===== src/rtl/trap_sequencer.sv =====
// -----------------------------------------------------------------------------
// trap_sequencer
//
// M-mode trap/return sequencer that sits between the pipeline and the CSR file
// of an M-only hart.
//   - In IDLE it arbitrates between a synchronous exception, a pending and
//     enabled interrupt, and an mret. Exceptions win over interrupts, and
//     interrupts win over mret.
//   - It drains the pipeline (FLUSH). It then issues ordered single-cycle CSR
//     writes: mepc, mcause, mtval and mstatus for a trap, or mstatus alone for
//     an mret.
//   - It finishes with a one-cycle fetch redirect, to the trap vector for a
//     trap or to mepc for an mret.
//
// Optional feature (compile-time macro TRAP_VECTORED_EN):
//   When the macro is defined, an interrupt taken with mtvec mode 2'b01 jumps
//   to base + 4*code. All other cases (exceptions, mode 2'b00, modes 2'b1x)
//   jump to base. When the macro is undefined, mtvec[1:0] is ignored and every
//   trap jumps to base.
//
// Ports:
//   clk_i            clock
//   rst_i            synchronous, active-high reset
//   exc_valid_i      exception pulse from commit (sampled only when idle)
//   exc_cause_i      exception mcause code (interrupt bit = 0)
//   exc_pc_i         pc of the faulting instruction
//   exc_tval_i       mtval value for the exception
//   mret_valid_i     mret committing (sampled only when idle)
//   irq_pc_i         pc of the next instruction to commit (mepc for interrupts)
//   mip_i, mie_i     current mip / mie
//   mstatus_i        current mstatus
//   mtvec_i, mepc_i  current mtvec / mepc
//   flush_ready_i    pipeline reports drained
//   busy_o           sequence in progress; the pipeline must not commit
//   flush_o          kill younger instructions
//   csr_we_o         CSR write strobe
//   csr_waddr_o      CSR write address
//   csr_wdata_o      CSR write data
//   redirect_valid_o one-cycle fetch redirect
//   redirect_pc_o    redirect target
// -----------------------------------------------------------------------------
module trap_sequencer #(
    parameter int Xlen = 64
) (
    input  logic            clk_i,
    input  logic            rst_i,
    input  logic            exc_valid_i,
    input  logic [Xlen-1:0] exc_cause_i,
    input  logic [Xlen-1:0] exc_pc_i,
    input  logic [Xlen-1:0] exc_tval_i,
    input  logic            mret_valid_i,
    input  logic [Xlen-1:0] irq_pc_i,
    input  logic [Xlen-1:0] mip_i,
    input  logic [Xlen-1:0] mie_i,
    input  logic [Xlen-1:0] mstatus_i,
    input  logic [Xlen-1:0] mtvec_i,
    input  logic [Xlen-1:0] mepc_i,
    input  logic            flush_ready_i,
    output logic            busy_o,
    output logic            flush_o,
    output logic            csr_we_o,
    output logic [11:0]     csr_waddr_o,
    output logic [Xlen-1:0] csr_wdata_o,
    output logic            redirect_valid_o,
    output logic [Xlen-1:0] redirect_pc_o
);

    // CSR addresses
    localparam logic [11:0] CSR_MSTATUS = 12'h300;
    localparam logic [11:0] CSR_MEPC    = 12'h341;
    localparam logic [11:0] CSR_MCAUSE  = 12'h342;
    localparam logic [11:0] CSR_MTVAL   = 12'h343;

    // mstatus field positions
    localparam int MS_MIE  = 3;
    localparam int MS_MPIE = 7;
    localparam int MS_MPP  = 11;  // two bits: [12:11]

    // Interrupt codes, highest priority at index 0:
    // MEI > MSI > MTI > SEI > SSI > STI > LCOFI
    localparam int NUM_IRQ = 7;
    localparam logic [NUM_IRQ-1:0][3:0] IRQ_CODES =
        {4'd13, 4'd5, 4'd1, 4'd9, 4'd7, 4'd3, 4'd11};

    typedef enum logic [2:0] {
        IDLE,
        FLUSH,
        W_EPC,
        W_CAUSE,
        W_TVAL,
        W_STATUS,
        REDIRECT
    } state_e;

    state_e            state_reg,  state_next;
    logic              mret_reg,   mret_next;   // 1: mret sequence, 0: trap
    logic [Xlen-1:0]   cause_reg,  cause_next;
    logic [Xlen-1:1]   pc_reg,     pc_next;     // mepc is always halfword aligned
    logic [Xlen-1:0]   tval_reg,   tval_next;

    // -------------------------------------------------------------------------
    // Interrupt selection
    // -------------------------------------------------------------------------
    logic [Xlen-1:0]    irq_pend;
    logic [NUM_IRQ-1:0] prio_pend;
    logic [3:0]         irq_code;
    logic               irq_take;

    assign irq_pend = mip_i & mie_i;

    // Only the standard M-visible interrupt lines are arbitrated. An
    // unrecognised pending bit has no defined cause code, so it cannot start
    // a trap.
    generate
        for (genvar gi = 0; gi < NUM_IRQ; gi++) begin : g_prio
            assign prio_pend[gi] = irq_pend[IRQ_CODES[gi]];
        end
    endgenerate

    // Walk from the lowest priority to the highest so that the last hit wins.
    always_comb begin
        irq_code = '0;
        for (int i = NUM_IRQ - 1; i >= 0; i--) begin
            if (prio_pend[i]) begin
                irq_code = IRQ_CODES[i];
            end
        end
    end

    assign irq_take = mstatus_i[MS_MIE] & (|prio_pend);

    // -------------------------------------------------------------------------
    // State register
    // -------------------------------------------------------------------------
    always_ff @(posedge clk_i) begin
        if (rst_i) begin
            state_reg <= IDLE;
            mret_reg  <= 1'b0;
            cause_reg <= '0;
            pc_reg    <= '0;
            tval_reg  <= '0;
        end else begin
            state_reg <= state_next;
            mret_reg  <= mret_next;
            cause_reg <= cause_next;
            pc_reg    <= pc_next;
            tval_reg  <= tval_next;
        end
    end

    // -------------------------------------------------------------------------
    // Next state and request latching
    // -------------------------------------------------------------------------
    always_comb begin
        state_next = state_reg;
        mret_next  = mret_reg;
        cause_next = cause_reg;
        pc_next    = pc_reg;
        tval_next  = tval_reg;

        unique case (state_reg)
            IDLE: begin
                if (exc_valid_i) begin
                    // A simultaneous mret is dropped: the exception belongs to
                    // an older or the same instruction.
                    state_next = FLUSH;
                    mret_next  = 1'b0;
                    cause_next = exc_cause_i;
                    pc_next    = exc_pc_i[Xlen-1:1];
                    tval_next  = exc_tval_i;
                end else if (irq_take) begin
                    state_next = FLUSH;
                    mret_next  = 1'b0;
                    cause_next = {1'b1, {(Xlen-5){1'b0}}, irq_code};
                    pc_next    = irq_pc_i[Xlen-1:1];
                    tval_next  = '0;
                end else if (mret_valid_i) begin
                    state_next = FLUSH;
                    mret_next  = 1'b1;
                    cause_next = '0;
                    pc_next    = '0;
                    tval_next  = '0;
                end
            end
            FLUSH: begin
                if (flush_ready_i) begin
                    state_next = mret_reg ? W_STATUS : W_EPC;
                end
            end
            W_EPC:    state_next = W_CAUSE;
            W_CAUSE:  state_next = W_TVAL;
            W_TVAL:   state_next = W_STATUS;
            W_STATUS: state_next = REDIRECT;
            REDIRECT: state_next = IDLE;
            default:  state_next = IDLE;
        endcase
    end

    // -------------------------------------------------------------------------
    // mstatus update and redirect target
    // -------------------------------------------------------------------------
    logic [Xlen-1:0] mstatus_new;
    logic [Xlen-1:0] trap_base;
    logic [Xlen-1:0] trap_target;

    always_comb begin
        mstatus_new = mstatus_i;
        if (mret_reg) begin
            mstatus_new[MS_MIE]  = mstatus_i[MS_MPIE];
            mstatus_new[MS_MPIE] = 1'b1;
        end else begin
            mstatus_new[MS_MPIE] = mstatus_i[MS_MIE];
            mstatus_new[MS_MIE]  = 1'b0;
        end
        // This hart has only M-mode, so the previous privilege is always M.
        mstatus_new[MS_MPP +: 2] = 2'b11;
    end

    assign trap_base = {mtvec_i[Xlen-1:2], 2'b00};

`ifdef TRAP_VECTORED_EN
    always_comb begin
        trap_target = trap_base;
        if (cause_reg[Xlen-1] && (mtvec_i[1:0] == 2'b01)) begin
            trap_target = trap_base + {cause_reg[Xlen-3:0], 2'b00};
        end
    end
`else
    assign trap_target = trap_base;
`endif

    // Inputs that are only partly used by design. Folding them into one sink
    // keeps that visible in a single place.
    logic unused_inputs;
`ifdef TRAP_VECTORED_EN
    assign unused_inputs = ^{mip_i, mie_i};
`else
    assign unused_inputs = ^{mip_i, mie_i, mtvec_i[1:0]};
`endif

    // -------------------------------------------------------------------------
    // Outputs, decoded from the current state
    // -------------------------------------------------------------------------
    always_comb begin
        busy_o           = (state_reg != IDLE);
        flush_o          = (state_reg == FLUSH);
        csr_we_o         = 1'b0;
        csr_waddr_o      = '0;
        csr_wdata_o      = '0;
        redirect_valid_o = 1'b0;
        redirect_pc_o    = '0;

        unique case (state_reg)
            W_EPC: begin
                csr_we_o    = 1'b1;
                csr_waddr_o = CSR_MEPC;
                csr_wdata_o = {pc_reg, 1'b0};
            end
            W_CAUSE: begin
                csr_we_o    = 1'b1;
                csr_waddr_o = CSR_MCAUSE;
                csr_wdata_o = cause_reg;
            end
            W_TVAL: begin
                csr_we_o    = 1'b1;
                csr_waddr_o = CSR_MTVAL;
                csr_wdata_o = tval_reg;
            end
            W_STATUS: begin
                csr_we_o    = 1'b1;
                csr_waddr_o = CSR_MSTATUS;
                csr_wdata_o = mstatus_new;
            end
            REDIRECT: begin
                redirect_valid_o = 1'b1;
                // For mret, mepc is read live so that it reflects the CSR file.
                redirect_pc_o    = mret_reg ? mepc_i : trap_target;
            end
            default: ;
        endcase
    end

endmodule


===== config.mk =====
export PLATFORM = sky130hd
export DESIGN_NAME = trap_sequencer
export DESIGN_NICKNAME = d
export VERILOG_FILES = /design/src/rtl/trap_sequencer.sv
export SDC_FILE = /design/constraint.sdc
export NUM_CORES = 1
export LEC_CHECK = 0
export CAP_MARGIN = 0
export CELL_PAD_IN_SITES_DETAIL_PLACEMENT = 2
export CELL_PAD_IN_SITES_GLOBAL_PLACEMENT = 2
export CORE_AREA = 4 4 279 281
export DETAILED_ROUTE_END_ITERATION = 8
export DIE_AREA = 0 0 283 285
export PLACE_DENSITY = 0.64
export SLEW_MARGIN = 5
export SYNTH_ARGS = -nofsm -noshare
export SYNTH_HDL_FRONTEND = slang
export SYNTH_SLANG_ARGS = --single-unit

===== constraint.sdc =====
create_clock -name clk_i -period 2.24 [get_ports clk_i]
set_input_delay 0.336 -clock clk_i [delete_from_list [all_inputs] [get_ports clk_i]]
set_output_delay 0.336 -clock clk_i [all_outputs]
set_load 0.05 [all_outputs]

==> run metrics, run 1 <==
Static Leakage 7.52 nW; die height 285 um; CTS Buffer Depth 2; Fin Clk Skew 0.0199 ns; number of remaining DRC errors 0; post-layout net count 2168; CTS HTree Levels 4; Die X-Extent 283 um; crit-path max FO 36; Power Dens Cells approximately 680 nW/um^2; critical path launch point type flop; global-route wire length before repair slightly below 100000 um; commonest register cell after synthesis sky130_fd_sc_hd__dfxtp_1; count of antenna-violating nets left after detailed routing 0; drt wl/cell about 29 um; most common cell after layout, fill and taps aside sky130_fd_sc_hd__clkdlybuf4s50_1; failing checks setup timing; area of the mapped netlist 9470 sq um; largest net degree at the start of global routing 67; DP Cell Count between 2000 and 2500; Overflow after GRT 0; worst hold margin 0.190 ns; Worst Path Arrival roughly 2.2 ns; cell count after synthesis 967; data required time of the critical path around 1.9 ns; top library cells by usage in the layout, fill and taps aside 458 x sky130_fd_sc_hd__clkdlybuf4s50_1, 191 x sky130_fd_sc_hd__dfxtp_1, 177 x sky130_fd_sc_hd__a22o_1; post-synthesis async set-or-reset flop share 0; post-detailed-placement half-perimeter wirelength around 55000 um; Max-slew headroom 0.538; final critical-path share of the clock period 1.13; Final Max Slew Viols 0; placement row count 101; initial drt markers roughly 430; post-synth cell types 39; clock-pin transition on the worst setup and hold timing paths approximately 0.08 ns; number of buffers inserted during clock tree synthesis 17; power consumption 14.2 mW; critical path class flop to output pin; area of the die 80700 sq um; Num Clock Sinks 195; Synth warnings 0; final count of hold timing violations 0; Avg Cell Area, Syn 9.79 sq um; slew at the pin closest to its max-slew limit just under 0.7 ns; initial core utilization 0.125; nature of the critical path endpoint output pin; global routing usage summed across all routing layers 0.169; mean number of vias per cell 4.41; fraction of final layout cells sized beyond drive strength 1 0.313; Util after Layout 0.275; clock latency on the worst-skew pair ~0.50 ns; setup TNS after final layout -16.10 ns; root buf cell sky130_fd_sc_hd__clkbuf_16; vias in the first global route 12548; non-filler instance count after layout 2585; weighted congestion reported at the end of routability-driven placement 0.841; total setup violations reported at the end of the flow between 100 and 150; IO Count 725; fraction of the yosys area taken by sequential cells 0.412; Min-Delay Path Class primary input to flop; flip-flop and latch count after synthesis around 200; number of antenna violations at the first check in global routing 21; signed area change from the synthesized netlist to the final layout 119%; area of the placeable core 75400 sq um; aggregate routed wire length about 74000 um; Setup WS post-layout -0.300 ns; number of inserted filler cells in the final layout 8147; EDFF count, synth 0; CTS tree built; worst IR drop on VDD 0.569 mV; Hold-fix buffers, CTS 0; Initial DRT Pass Iterations 6; input/output buffers slightly below 600; via count 11389; maximum clock rate between 300 and 400 MHz; reported max-cap violation count 0; RSZ-0062 raised after global routing true; crit path time final between 2 and 3 ns; status complete, but fails checks
==> cell type report <==
class / count / area, sq um / area share
Clock inverter: 15 / 163 / 0.00785
Antenna cell: 7 / 17.5 / 0.000845
Timing Repair Buffer: 716 / 9130 / 0.440
Inverter: 3 / 16.3 / 0.000785
Clock buffer: 17 / 425 / 0.0205
Tap cell: 978 / 1220 / 0.0590
Sequential cell: 195 / 3920 / 0.189
Multi-Input combinational cell: 654 / 5840 / 0.282
==> cell families after synthesis <==
family / after synthesis / share of synthesized area
other: 1 / 0.000396
flip-flops: 195 / 0.412
buffers and inverters: 127 / 0.0603
AO/OA/AOI/OAI: 469 / 0.408
AND/OR/NAND/NOR: 110 / 0.0501
multiplexers: 65 / 0.0687
==> per-stage QoR <==
step	setup slack, ns	cell area, sq um
4_1_cts	-0.349	19800
2_1_floorplan	0.0202	9610
3_3_place_gp	-0.387	18500
5_1_grt	-0.314	20700
6_report	-0.300	20700
3_5_place_dp	-0.367	18500
==> repair_timing <==
| action | in CTS | in global routing |
|---|---|---|
| resized for setup | 100 | 98 |
| endpoints found under the setup margin | 129 | 131 |
| setup buffers | 10 | 13 |
| gates cloned | 8 | 20 |
| pin swaps | 13 | 74 |
==> critical path, cell delays in order (launching register included) <==
cell                      delay (ns)
sky130_fd_sc_hd__dfxtp_4        0.37
sky130_fd_sc_hd__buf_4          0.17
sky130_fd_sc_hd__and3_4         0.17
sky130_fd_sc_hd__buf_12         0.16
sky130_fd_sc_hd__a22o_4         0.29
sky130_fd_sc_hd__a221o_2        0.34
sky130_fd_sc_hd__buf_12         0.16
==> routing by layer <==
layer	GRT usage	wire length (um)
met5	0	108
met4	0.0616	2220
met3	0.0605	5570
met2	0.277	34800
met1	0.205	31700
==> cells in the mapped netlist (2+ instances only) <==
master	number	area, sq um
sky130_fd_sc_hd__inv_1	3	11.3
sky130_fd_sc_hd__nor2b_1	3	18.8
sky130_fd_sc_hd__a22o_1	184	1610
sky130_fd_sc_hd__clkbuf_1	70	263
sky130_fd_sc_hd__and2_1	5	31.3
sky130_fd_sc_hd__a22oi_1	67	503
sky130_fd_sc_hd__buf_1	12	45.0
sky130_fd_sc_hd__nand2b_1	4	25.0
sky130_fd_sc_hd__dfxtp_1	195	3900
sky130_fd_sc_hd__a221o_1	59	591
sky130_fd_sc_hd__a211oi_1	36	270
sky130_fd_sc_hd__a311oi_1	2	17.5
sky130_fd_sc_hd__nand3_1	2	10.0
sky130_fd_sc_hd__buf_4	9	67.6
sky130_fd_sc_hd__or2_2	2	12.5
sky130_fd_sc_hd__a32oi_1	2	17.5
sky130_fd_sc_hd__mux2i_1	65	651
sky130_fd_sc_hd__nor2_1	68	255
sky130_fd_sc_hd__and3_1	3	18.8
sky130_fd_sc_hd__buf_6	3	33.8
sky130_fd_sc_hd__a31oi_1	2	12.5
sky130_fd_sc_hd__o21ai_0	5	25.0
sky130_fd_sc_hd__a211oi_2	30	375
sky130_fd_sc_hd__nand2_1	17	63.8
sky130_fd_sc_hd__o22ai_1	2	12.5
sky130_fd_sc_hd__a21oi_1	73	365
sky130_fd_sc_hd__or3_1	2	12.5
sky130_fd_sc_hd__nor3_1	2	10.0
sky130_fd_sc_hd__buf_2	30	150
==> path summary, 6_finish.rpt <==
path              slack (ns)              end  cells past startpoint          from
setup / recovery       -0.30  csr_wdata_o[27]                      6  state_reg[2]
hold / removal          0.19     cause_reg[2]                      3   exc_valid_i
setup reg to reg        0.31    cause_reg[29]                      7  state_reg[2]
hold reg to reg         0.49     tval_reg[44]                      1  tval_reg[44]
==> power by group <==
part / internal (mW) / switching (mW) / total, mW
clock network: 1.59 / 1.69 / 3.27
logic: 3.07 / 3.25 / 6.32
registers: 4.12 / 0.476 / 4.60
Power figures use the tool's default switching activity.
==> inputs of run 2 (changes only) <==
--- a/config.mk
+++ b/config.mk
@@ -11,7 +11,9 @@
 export CORE_AREA = 4 4 279 281
 export DETAILED_ROUTE_END_ITERATION = 8
 export DIE_AREA = 0 0 283 285
+export GPL_ROUTABILITY_DRIVEN = 0
 export PLACE_DENSITY = 0.64
+export SETUP_SLACK_MARGIN = 0.15
 export SLEW_MARGIN = 5
 export SYNTH_ARGS = -nofsm -noshare
 export SYNTH_HDL_FRONTEND = slang
==> run metrics, run 2 (synthesis gave the netlist of run 1 again) <==
global routing usage summed across all routing layers 0.179 (+0.00939); most frequent cell on the critical path sky130_fd_sc_hd__buf_12; RSZ-0062 raised after global routing true; Max-slew headroom 0.602 (+0.0645); number of antenna violations at the first check in global routing 25 (+19%); P_int 9.02 mW (+2.8%); signed area change from the synthesized netlist to the final layout 126%; Gate power share 0.458 (+0.013); worst reg2reg path depth 9 (+2); vias in the first global route 12886 (+2.7%); failing checks setup timing; number of buffers inserted during clock tree synthesis 17 (unchanged); post-detailed-placement half-perimeter wirelength 54800 um (about the same); via count 11589 (+1.8%); Slowest cell on crit path sky130_fd_sc_hd__dfxtp_4; worst hold margin 0.227 ns (+0.0375 ns); number of remaining DRC errors 0 (unchanged); Power Dens Cells 682 nW/um^2 (-0.33%); crit-path max FO 7 (-81%); IO Count 725 (unchanged); Seq pwr share 0.313 (-0.011); endpoint of the worst-slack reg-to-reg timing path tval_reg[33]; power consumption 14.6 mW (+2.9%); Net Switching 5.57 mW (+3.0%); CTS HTree Levels 4 (unchanged); Worst path max stage delay 0.38 ns (about the same); slew at the pin closest to its max-slew limit 0.580 ns (-0.0940 ns); area of the die 80700 sq um (unchanged); worst IR drop on VDD 0.544 mV (-4.5%); critical path class flop to output pin; status complete, but fails checks; combined flip-flop and latch cell area 3920 sq um (unchanged); count of antenna-violating nets left after detailed routing 0 (unchanged); Final Max Slew Viols 0 (unchanged); final critical-path share of the clock period 1.15 (+0.0118); area of the placeable core 75400 sq um (unchanged); total setup violations reported at the end of the flow 129 (+12%); CTS tree built; Design Area, Final 21400 sq um (+3.2%); nature of the critical path endpoint output pin; clock-pin transition on the worst setup and hold timing paths 0.09 ns (about the same); initial core utilization 0.125 (unchanged); Static Leakage 7.79 nW (+3.6%); Setup WS post-layout -0.327 ns (-0.0265 ns); most common cell after layout, fill and taps aside sky130_fd_sc_hd__clkdlybuf4s50_1; global-route wire length before repair 102000 um (+4.6%); data required time of the critical path 1.90 ns (about the same); root buf cell sky130_fd_sc_hd__clkbuf_16; crit path time final 2.57 ns (+0.0265 ns); critical path launch point type flop; R2R setup slack 0.22 ns (-0.09 ns); input/output buffers 597 (unchanged); hold path startpoint rst_i; share of total power in the clock network 0.229 (-0.002); placement row count 101 (unchanged); sw frac 0.382 (+0.000421); maximum clock rate 390 MHz (-1.0%); final count of hold timing violations 0 (unchanged); CTS Buffer Depth 2 (unchanged); multi-input combinational cell area 5970 sq um (+2.2%); endpoint of the worst hold path pc_reg[47]; number of inserted filler cells in the final layout 8096 (-0.63%); Die X-Extent 283 um (unchanged); top library cells by usage in the layout, fill and taps aside 458 x sky130_fd_sc_hd__clkdlybuf4s50_1, 191 x sky130_fd_sc_hd__dfxtp_1, 174 x sky130_fd_sc_hd__a22o_1; Initial DRT Pass Iterations 4 (-2); cell chain of the critical path buf_6 -> nor2b_4 -> and2_4 -> buf_12 -> a22o_4 -> a221o_2 -> buf_12; die height 285 um (unchanged); reported max-cap violation count 0 (unchanged); Worst Path Arrival 2.23 ns (+0.03 ns); initial drt markers 555 (+31%); number of cells on the worst hold path 2 (-1); post-layout net count 2199 (+1.4%); largest net degree at the start of global routing 64 (-4.5%); Overflow after GRT 0 (unchanged); Fin Clk Skew 0.0136 ns (-0.00634 ns); drt wl/cell 29.5 um (+2.3%); Num Clock Sinks 195 (unchanged); Min-Delay Path Class primary input to flop; worst reg2reg startpoint state_reg[0]; aggregate routed wire length 77100 um (+3.7%); Hold-fix buffers, CTS 0 (unchanged); Post-DP Area 18600 sq um (+0.61%); mean number of vias per cell 4.42 (+0.44%); clock latency on the worst-skew pair 0.50 ns (about the same); fraction of final layout cells sized beyond drive strength 1 0.332 (+0.0192)
[run 2: cell types whose count changed in the layout (fill, tap and decap cells not counted), moves of 4 or more]
cell,change
sky130_fd_sc_hd__buf_4,+7
sky130_fd_sc_hd__buf_12,+5
sky130_fd_sc_hd__inv_6,-6
sky130_fd_sc_hd__clkinv_4,+4
sky130_fd_sc_hd__clkbuf_16,-4
sky130_fd_sc_hd__buf_6,+12
sky130_fd_sc_hd__buf_16,+10
sky130_fd_sc_hd__nor2_2,-7
sky130_fd_sc_hd__nor2_4,+8
[run 2: timing repair]
| item | 4_1_cts | 5_1_grt |
|---|---|---|
| buffers inserted | 35 | 11 |
| resized for setup | 191 | 21 |
| pin swaps | 89 | 30 |
| cloned | 20 | 10 |
| setup endpoints to repair | 136 | 204 |
[run 2: worst max-delay path: cells and delay by family (launching register included)]
family | cells | cell delay, ns
and+or+nand+nor | 2 | 0.27
DFF | 1 | 0.38
buffers and inverters | 3 | 0.45
AOI/OAI and AO/OA | 2 | 0.62
[run 2: metal layers]
metal  share of wire  vias up  global-route usage
met5          0.0010        -                   0
met2            0.49      493               0.310
met1            0.42     5864               0.213
li1                -     5138                   -
met4           0.019       14              0.0471
met3           0.068       80              0.0566
[run 2: cell type report]
class                           instances  share of cell area
Clock inverter                         13             0.00678
Timing Repair Buffer                  747               0.451
Clock buffer                           19              0.0212
Sequential cell                       195               0.183
Antenna cell                           10             0.00117
Inverter                                3            0.000936
Tap cell                              978              0.0572
Multi-Input combinational cell        654               0.279
[run 2: power groups by stage]
stage               Sequential (mW)  Clock [mW]  Combinational, mW
floorplan                      4.43           0               2.89
global placement               4.59           0               5.60
detailed placement             4.62           0               5.73
CTS                            4.56        3.45               6.48
global route                   4.65        3.57               7.07
finish                         4.57        3.34               6.68
[run 2: worst max-delay path by stage]
stage,startpoint,cells after the start,slack [ns],endpoint
3_5_place_dp,mstatus_i[3],8,-0.22,pc_reg[45]
5_1_grt,state_reg[1],6,-0.39,csr_wdata_o[6]
3_3_place_gp,mip_i[7],8,-0.19,pc_reg[24]
4_1_cts,state_reg[1],6,-0.36,csr_wdata_o[22]
6_report,state_reg[0],7,-0.33,csr_wdata_o[57]
2_1_floorplan,state_reg[2],5,0.04,redirect_pc_o[19]
[run 2: through the flow]
step,setup WS (ns),cells,util,setup TNS (ns)
4_1_cts,-0.360,2588,0.277,-28.31
6_report,-0.327,2619,0.284,-24.17
2_1_floorplan,0.0418,973,-,0
3_5_place_dp,-0.223,2501,0.247,-25.20
3_3_place_gp,-0.194,2501,0.247,-24.69
5_1_grt,-0.393,2615,0.283,-33.93
